<file path="src/rtl/actor_move_engine_if.sv">
// Map-query handshake between the actor move engine (master) and the shared map arbiter (slave).
// map_x/map_y are held stable by the master while map_req is high.
interface actor_move_engine_if #(
  parameter int COORD_W = 5
);
  logic               map_req;
  logic [COORD_W-1:0] map_x;
  logic [COORD_W-1:0] map_y;
  logic               map_ack;
  logic               map_wall;

  modport master (output map_req, map_x, map_y, input map_ack, map_wall);
  modport slave  (input map_req, map_x, map_y, output map_ack, map_wall);
endinterface

</file>
<file path="src/rtl/actor_move_engine.sv">
// Steps every grid actor once per movement period: try the desired direction, fall back to the
// current one, with walls looked up through the shared map-query handshake.
module actor_move_engine #(
  parameter int NUM_ACTORS = 4,
  parameter int COORD_W    = 5,
  parameter int MAP_MAX    = 28,
  parameter int STEP_DIV   = 1,
  parameter int ID_W       = 2
) (
  input  logic                          clk,
  input  logic                          reset,
  input  logic                          frame_tick,
  input  logic                          enable,
  input  logic [2*NUM_ACTORS-1:0]       desired_dir,
  input  logic                          init_we,
  input  logic [ID_W-1:0]               init_id,
  input  logic [COORD_W-1:0]            init_x,
  input  logic [COORD_W-1:0]            init_y,
  input  logic [1:0]                    init_dir,
  actor_move_engine_if.master           map,
  output logic [COORD_W*NUM_ACTORS-1:0] pos_x,
  output logic [COORD_W*NUM_ACTORS-1:0] pos_y,
  output logic [2*NUM_ACTORS-1:0]       dir,
  output logic [NUM_ACTORS-1:0]         moved,
  output logic                          busy,
  output logic                          done,
  output logic                          overrun
);

  localparam int          DIV_W    = (STEP_DIV > 1) ? $clog2(STEP_DIV) : 1;
  localparam logic [31:0] MAP_LIM  = 32'(MAP_MAX);
  localparam logic [ID_W-1:0] LAST_ID = ID_W'(NUM_ACTORS - 1);

  typedef enum logic [2:0] {S_IDLE, S_CALC, S_QUERY, S_COMMIT, S_DONE} state_t;

  state_t state_reg, state_next;

  logic [COORD_W-1:0] px_reg  [NUM_ACTORS];
  logic [COORD_W-1:0] py_reg  [NUM_ACTORS];
  logic [1:0]         dir_reg [NUM_ACTORS];
  logic [1:0]         desired_arr [NUM_ACTORS];
  logic [NUM_ACTORS-1:0] moved_reg;

  logic [ID_W-1:0]    idx_reg;
  logic               fallback_reg;
  logic [1:0]         want_reg;
  logic [COORD_W-1:0] cand_x_reg, cand_y_reg;
  logic               cand_ok_reg;
  logic               wall_reg;
  logic [DIV_W-1:0]   div_reg;
  logic               overrun_reg;

  logic               trigger, start;
  logic [COORD_W-1:0] cur_x, cur_y, calc_x, calc_y;
  logic [1:0]         try_dir;
  logic               calc_ok, commit_ok, retry, last_actor;

  genvar gi;
  generate
    for (gi = 0; gi < NUM_ACTORS; gi++) begin : g_pack
      assign desired_arr[gi]                  = desired_dir[2*gi +: 2];
      assign pos_x[gi*COORD_W +: COORD_W]     = px_reg[gi];
      assign pos_y[gi*COORD_W +: COORD_W]     = py_reg[gi];
      assign dir[2*gi +: 2]                   = dir_reg[gi];
    end
  endgenerate

  assign moved   = moved_reg;
  assign overrun = overrun_reg;
  assign map.map_x = cand_x_reg;
  assign map.map_y = cand_y_reg;

  assign trigger    = frame_tick && (div_reg == DIV_W'(STEP_DIV - 1));
  assign start      = trigger && enable && (state_reg == S_IDLE);
  assign cur_x      = px_reg[idx_reg];
  assign cur_y      = py_reg[idx_reg];
  assign try_dir    = fallback_reg ? dir_reg[idx_reg] : desired_arr[idx_reg];
  assign last_actor = (idx_reg == LAST_ID);
  assign commit_ok  = cand_ok_reg && !wall_reg;
  // A failed desired try only earns a second attempt when the current direction differs.
  assign retry      = !fallback_reg && !commit_ok && (want_reg != dir_reg[idx_reg]);

  // Wrapping arithmetic: stepping off 0 yields all-ones, which the upper bound rejects.
  always_comb begin
    calc_x = cur_x;
    calc_y = cur_y;
    case (try_dir)
      2'd0: calc_y = cur_y - COORD_W'(1);
      2'd1: calc_x = cur_x - COORD_W'(1);
      2'd2: calc_y = cur_y + COORD_W'(1);
      default: calc_x = cur_x + COORD_W'(1);
    endcase
  end

  assign calc_ok = (calc_x != '0) && (calc_y != '0) &&
                   (32'(calc_x) < MAP_LIM) && (32'(calc_y) < MAP_LIM);

  always_ff @(posedge clk) begin
    if (!reset) state_reg <= S_IDLE;
    else        state_reg <= state_next;
  end

  always_comb begin
    state_next  = state_reg;
    map.map_req = 1'b0;
    busy        = (state_reg != S_IDLE);
    done        = 1'b0;
    case (state_reg)
      S_IDLE:   if (start) state_next = S_CALC;
      S_CALC:   state_next = calc_ok ? S_QUERY : S_COMMIT;
      S_QUERY: begin
        map.map_req = 1'b1;
        if (map.map_ack) state_next = S_COMMIT;
      end
      S_COMMIT: begin
        if (retry)           state_next = S_CALC;
        else if (last_actor) state_next = S_DONE;
        else                 state_next = S_CALC;
      end
      S_DONE: begin
        done       = 1'b1;
        state_next = S_IDLE;
      end
      default:  state_next = S_IDLE;
    endcase
  end

  always_ff @(posedge clk) begin
    if (!reset) begin
      for (int i = 0; i < NUM_ACTORS; i++) begin
        px_reg[i]  <= '0;
        py_reg[i]  <= '0;
        dir_reg[i] <= '0;
      end
      moved_reg    <= '0;
      idx_reg      <= '0;
      fallback_reg <= 1'b0;
      want_reg     <= '0;
      cand_x_reg   <= '0;
      cand_y_reg   <= '0;
      cand_ok_reg  <= 1'b0;
      wall_reg     <= 1'b0;
      div_reg      <= '0;
      overrun_reg  <= 1'b0;
    end else begin
      if (frame_tick) div_reg <= trigger ? '0 : div_reg + DIV_W'(1);
      if (trigger && state_reg != S_IDLE) overrun_reg <= 1'b1;

      // The CPU may only rewrite actors between passes; a write alongside a start is seen by it.
      if (init_we && state_reg == S_IDLE) begin
        px_reg[init_id]  <= init_x;
        py_reg[init_id]  <= init_y;
        dir_reg[init_id] <= init_dir;
      end

      case (state_reg)
        S_IDLE: begin
          if (start) begin
            moved_reg    <= '0;
            idx_reg      <= '0;
            fallback_reg <= 1'b0;
          end
        end
        S_CALC: begin
          if (!fallback_reg) want_reg <= desired_arr[idx_reg];
          cand_x_reg  <= calc_x;
          cand_y_reg  <= calc_y;
          cand_ok_reg <= calc_ok;
        end
        S_QUERY: begin
          if (map.map_ack) wall_reg <= map.map_wall;
        end
        S_COMMIT: begin
          if (commit_ok) begin
            px_reg[idx_reg]    <= cand_x_reg;
            py_reg[idx_reg]    <= cand_y_reg;
            moved_reg[idx_reg] <= 1'b1;
            if (!fallback_reg) dir_reg[idx_reg] <= want_reg;
          end
          if (retry) begin
            fallback_reg <= 1'b1;
          end else begin
            fallback_reg <= 1'b0;
            if (!last_actor) idx_reg <= idx_reg + ID_W'(1);
          end
        end
        default: ;
      endcase
    end
  end

endmodule

</file>
<file path="src/flat_wrapper.sv">
// flat-port wrapper written by rule: the top's interface ports become plain ports
module actor_move_engine_flat 
#(
  parameter int NUM_ACTORS = 4,
  parameter int COORD_W    = 5,
  parameter int MAP_MAX    = 28,
  parameter int STEP_DIV   = 1,
  parameter int ID_W       = 2
)
  (clk, reset, frame_tick, enable, desired_dir, init_we, init_id, init_x, init_y, init_dir, pos_x, pos_y, dir, moved, busy, done, overrun, map_map_req, map_map_x, map_map_y, map_map_ack, map_map_wall);
  actor_move_engine_if #(.COORD_W(COORD_W)) map_i ();
  input  logic clk;
  input  logic reset;
  input  logic frame_tick;
  input  logic enable;
  input  logic [2*NUM_ACTORS-1:0] desired_dir;
  input  logic init_we;
  input  logic [ID_W-1:0] init_id;
  input  logic [COORD_W-1:0] init_x;
  input  logic [COORD_W-1:0] init_y;
  input  logic [1:0] init_dir;
  output logic [COORD_W*NUM_ACTORS-1:0] pos_x;
  output logic [COORD_W*NUM_ACTORS-1:0] pos_y;
  output logic [2*NUM_ACTORS-1:0] dir;
  output logic [NUM_ACTORS-1:0] moved;
  output logic busy;
  output logic done;
  output logic overrun;
  output wire logic [$bits(map_i.map_req)-1:0] map_map_req;
  output wire logic [$bits(map_i.map_x)-1:0] map_map_x;
  output wire logic [$bits(map_i.map_y)-1:0] map_map_y;
  input wire logic [$bits(map_i.map_ack)-1:0] map_map_ack;
  input wire logic [$bits(map_i.map_wall)-1:0] map_map_wall;
  assign map_map_req = map_i.map_req;
  assign map_map_x = map_i.map_x;
  assign map_map_y = map_i.map_y;
  assign map_i.map_ack = map_map_ack;
  assign map_i.map_wall = map_map_wall;
  actor_move_engine #(.NUM_ACTORS(NUM_ACTORS), .COORD_W(COORD_W), .MAP_MAX(MAP_MAX), .STEP_DIV(STEP_DIV), .ID_W(ID_W)) u_core (.clk(clk), .reset(reset), .frame_tick(frame_tick), .enable(enable), .desired_dir(desired_dir), .init_we(init_we), .init_id(init_id), .init_x(init_x), .init_y(init_y), .init_dir(init_dir), .map(map_i), .pos_x(pos_x), .pos_y(pos_y), .dir(dir), .moved(moved), .busy(busy), .done(done), .overrun(overrun));
endmodule
</file>
<file path="config.mk">
export PLATFORM = sky130hd
export DESIGN_NAME = actor_move_engine_flat
export DESIGN_NICKNAME = d
export VERILOG_FILES = /design/src/rtl/actor_move_engine_if.sv /design/src/rtl/actor_move_engine.sv /design/src/flat_wrapper.sv
export SDC_FILE = /design/constraint.sdc
export NUM_CORES = 1
export LEC_CHECK = 0
export CAP_MARGIN = 20
export CORE_MARGIN = 2
export CORE_UTILIZATION = 40
export DETAILED_ROUTE_END_ITERATION = 10
export PLACE_DENSITY_LB_ADDON = 0.2
export REMOVE_ABC_BUFFERS = 1
export SYNTH_ARGS = -nofsm -noshare
export SYNTH_HDL_FRONTEND = slang
export SYNTH_SLANG_ARGS = --single-unit
</file>
<file path="constraint.sdc">
create_clock -name clk -period 3.8 [get_ports clk]
set_input_delay 1.14 -clock clk [delete_from_list [all_inputs] [get_ports clk]]
set_output_delay 1.14 -clock clk [all_outputs]
set_load 0.02 [all_outputs]
</file>
==> metrics.cfg <==
[power]
peakVddDrop_uv = 200
total_power_consumption_of_the_routed_design_uw = 2140
net_switching_share_of_the_total_power = 0.298
pwr-share-clk = 0.285
power.share.sequential = 0.465
internal_power_uw = 1500
powerDensity_nw_per_um2 = 394
p_leak_uw = 0.00202
net-switching-power_uw = 637
power.share.combinational = 0.250

[placement]
placed_area_um2 = 5130
io_buffers = 94
dp.final_hpwl_mm = 7.80
dp.cells = 599
place_congestion = 0.876

[grt]
globalRoute.totalOverflow = 0
grt_pass1_vias = 3213
met1_track_utilization_from_global_routing = 0.286
grt_pass1_wl_mm = 16.6
total_global_routing_track_utilization = 0.214
use_met2 = 0.350
number_of_antenna_violations_at_the_first_check_in_global_routing = 0
grt_max_degree = 21
grt_most_used_layer = met2
grt_util_met3 = 0.0475

[synth]
post-synth-top-count-cell = nor2_1
synth_largest_type_area_fraction = 0.370
synth-edff-count = 48
ys_seq_area_frac = 0.514
synth_cells = 363
synthFlopType = edfxtp_1
postSynthRegisterBits = 76
synthTopCellsByArea = edfxtp_1 (37%), dfxtp_1 (14%), mux4_2 (6.9%)
syn-cell-area_um2 = 3900
yosys.area.top_type = edfxtp_1
yosys.cell_types.count = 52
synthTopCellsByCount = nor2_1 (63), edfxtp_1 (48), dfxtp_1 (28)
syn_avg_cell_area_um2 = 10.7
synthesis.yosys.warnings = 0
async_reset_ff_frac = 0

[setup_path]
worstPathRequired_ns = 4.02
worstPathMaxFanout = 5
reg2reg_setup_slack_ns = 0.60
endpoint_kind = flop
regToRegStartpoint = u_core.idx_reg[0]$_SDFFE_PN0P_
timing_worst_setup_path_type = in -> reg
cp-startpoint = desired_dir[7]
timing.critical_path.to = u_core.state_reg[0]$_SDFFE_PN0P_
r2r.worst_path.cells = 14
arrival_ns = 3.83
timing.rr.end = u_core.state_reg[0]$_SDFFE_PN0P_
critical_path.startpoint_type = input pin

[cells_and_area]
layout.cells.non_filler = 618
n_fill_cell = 850
multi_input_comb_area_um2 = 1790
design.final.nets = 516
layout-area-overhead-vs-synth_pct = 38.9
ff_latch_area_um2 = 2000
antenna_cells = 0
postLayoutCellArea_um2 = 5410
post_route_cells_drive_above_1_share = 0.167

[route]
drt_iter0_markers = 170
post-route-drc-count = 0
detailroute.via_count = 3233
finalWirelength_mm = 10.9
drt-vias-per-instance = 5.23
detail-route-antenna-nets = 0
drt-pass1-iter-count = 4
post_drt_wl_per_cell_um = 17.7

[sta]
timing.final.crit_period_ns = 3.61
final_min_period_over_clock_period = 0.949
report.final.hold_viol_count = 0
timing.max_slew.rel_slack = 0.539
timing.fmax_ghz = 0.277
final_setup_violation_count = 0
drv_slew = 0
clock_skew_ns = 0.0105
timing_worst_slew_pin_value_ns = 0.691

[clock_tree]
numCtsBuffers = 9
insertion_delay_to_the_later_sink_of_the_worst_skew_pair_ns = 0.35
tritoncts = yes
clkTransAtPathRegs_ns = 0.08
ctsRootBufferMaster = clkbuf_8
max-clock-path-buffers = 2
clock-sinks = 76
ctsHtreeMaxLevel = 3

[floorplanning]
design.portCount = 95
core.rowCount = 36
fp.dieArea_um2 = 10500
floorplan.core_area_um2 = 9590
dieWidth_um = 103
floorplan.initialDensity = 0.406
die_h_um = 103

[hold_path]
min_path_type = reg -> reg

[outcome]
run_status = complete, no violations

[run]
cap_viol_max_count = 0

## cell families (layout without fill, tap and decap cells)
logic type                 count (synthesis)  in the layout  share of synthesized area
and+or+nand+nor                          137            137                      0.165
DFF                                       76             76                      0.514
muxes                                     22             22                      0.100
xor gates and xnor gates                  13             13                     0.0340
buffers and inverters                     38            160                     0.0424
adders and majority gates                  7              7                     0.0225
AOI/OAI and AO/OA                         70             70                      0.123
## per-layer routing
layer / vias up / routed length, um
met1: 1561 / 4850
met4: 0 / 176
li1: 1560 / -
met3: 17 / 627
met2: 95 / 5300
met5: - / 0
## layout by cell type, fill, tap and decap left out, types with 6 or more instances in the layout
master           instances
clkdlybuf4s50_1         90
nor2_1                  62
edfxtp_1                48
buf_4                   32
dfxtp_1                 28
nand2_1                 23
a21oi_1                 19
inv_1                   17
mux4_2                  12
a22oi_1                 12
nor3_1                   9
nand3_1                  9
o21ai_0                  9
clkbuf_8                 9
a211oi_1                 8
a31oi_1                  6
## worst max-delay path: stages
cell and delay [ns]:
clkdlybuf4s50_1 0.39, mux2_2 0.30, o2bb2ai_2 0.15, buf_4 0.17, nor3_4 0.21, xor2_1 0.17, ha_2 0.22, nand3_1 0.07
nor3_1 0.14, a31oi_1 0.07, xor2_1 0.19, and4b_1 0.25, o31ai_1 0.23, a31oi_1 0.10
## what timing repair did
action	4_1_cts	5_1_grt
resized for setup	4	12
setup endpoints to repair	2	3
pin swaps	4	8
hold buffers	0	0
setup buffers	1	2
## through the flow
step / setup TNS [ns] / hold slack (ns) / util / setup slack (ns)
final: 0 / 0.472 / 0.564 / 0.193
after floorplan: -0.702 / 0.467 / - / -0.311
after detailed placement: -1.48 / 0.461 / 0.535 / -0.453
after global routing: -0.0164 / 0.510 / 0.564 / -0.0164
after CTS: -0.00369 / 0.481 / 0.557 / -0.00369
after global placement: -1.11 / 0.453 / 0.535 / -0.384
## power by group through the flow
stage / Clock [uW] / Sequential (uW) / Combinational, uW
after global routing: 647 / 1000 / 576
after global placement: 0 / 1010 / 510
final: 609 / 994 / 533
after detailed placement: 0 / 1010 / 517
after floorplan: 0 / 1070 / 210
after CTS: 617 / 994 / 524
## area by class of cell
class                   instances  share of cell area
clock inverters                 6              0.0120
multi-input cells             249               0.331
clock buffers                  10              0.0236
inverters                      18              0.0125
well taps                     133              0.0307
flip-flops and latches         76               0.370
repair buffers                126               0.220
## worst min path at each step
stage               cells past startpoint                          from                      endpoint
global placement                        2   u_core.overrun$_SDFFE_PN0P_   u_core.overrun$_SDFFE_PN0P_
detailed placement                      2   u_core.overrun$_SDFFE_PN0P_   u_core.overrun$_SDFFE_PN0P_
CTS                                     2   u_core.overrun$_SDFFE_PN0P_   u_core.overrun$_SDFFE_PN0P_
floorplan                               1   u_core.div_reg$_SDFFE_PN0P_   u_core.div_reg$_SDFFE_PN0P_
global route                            2  u_core.moved[0]$_SDFFE_PN0P_  u_core.moved[0]$_SDFFE_PN0P_
finish                                  2   u_core.overrun$_SDFFE_PN0P_   u_core.overrun$_SDFFE_PN0P_
No activity file was read; power rests on OpenSTA's default activity.
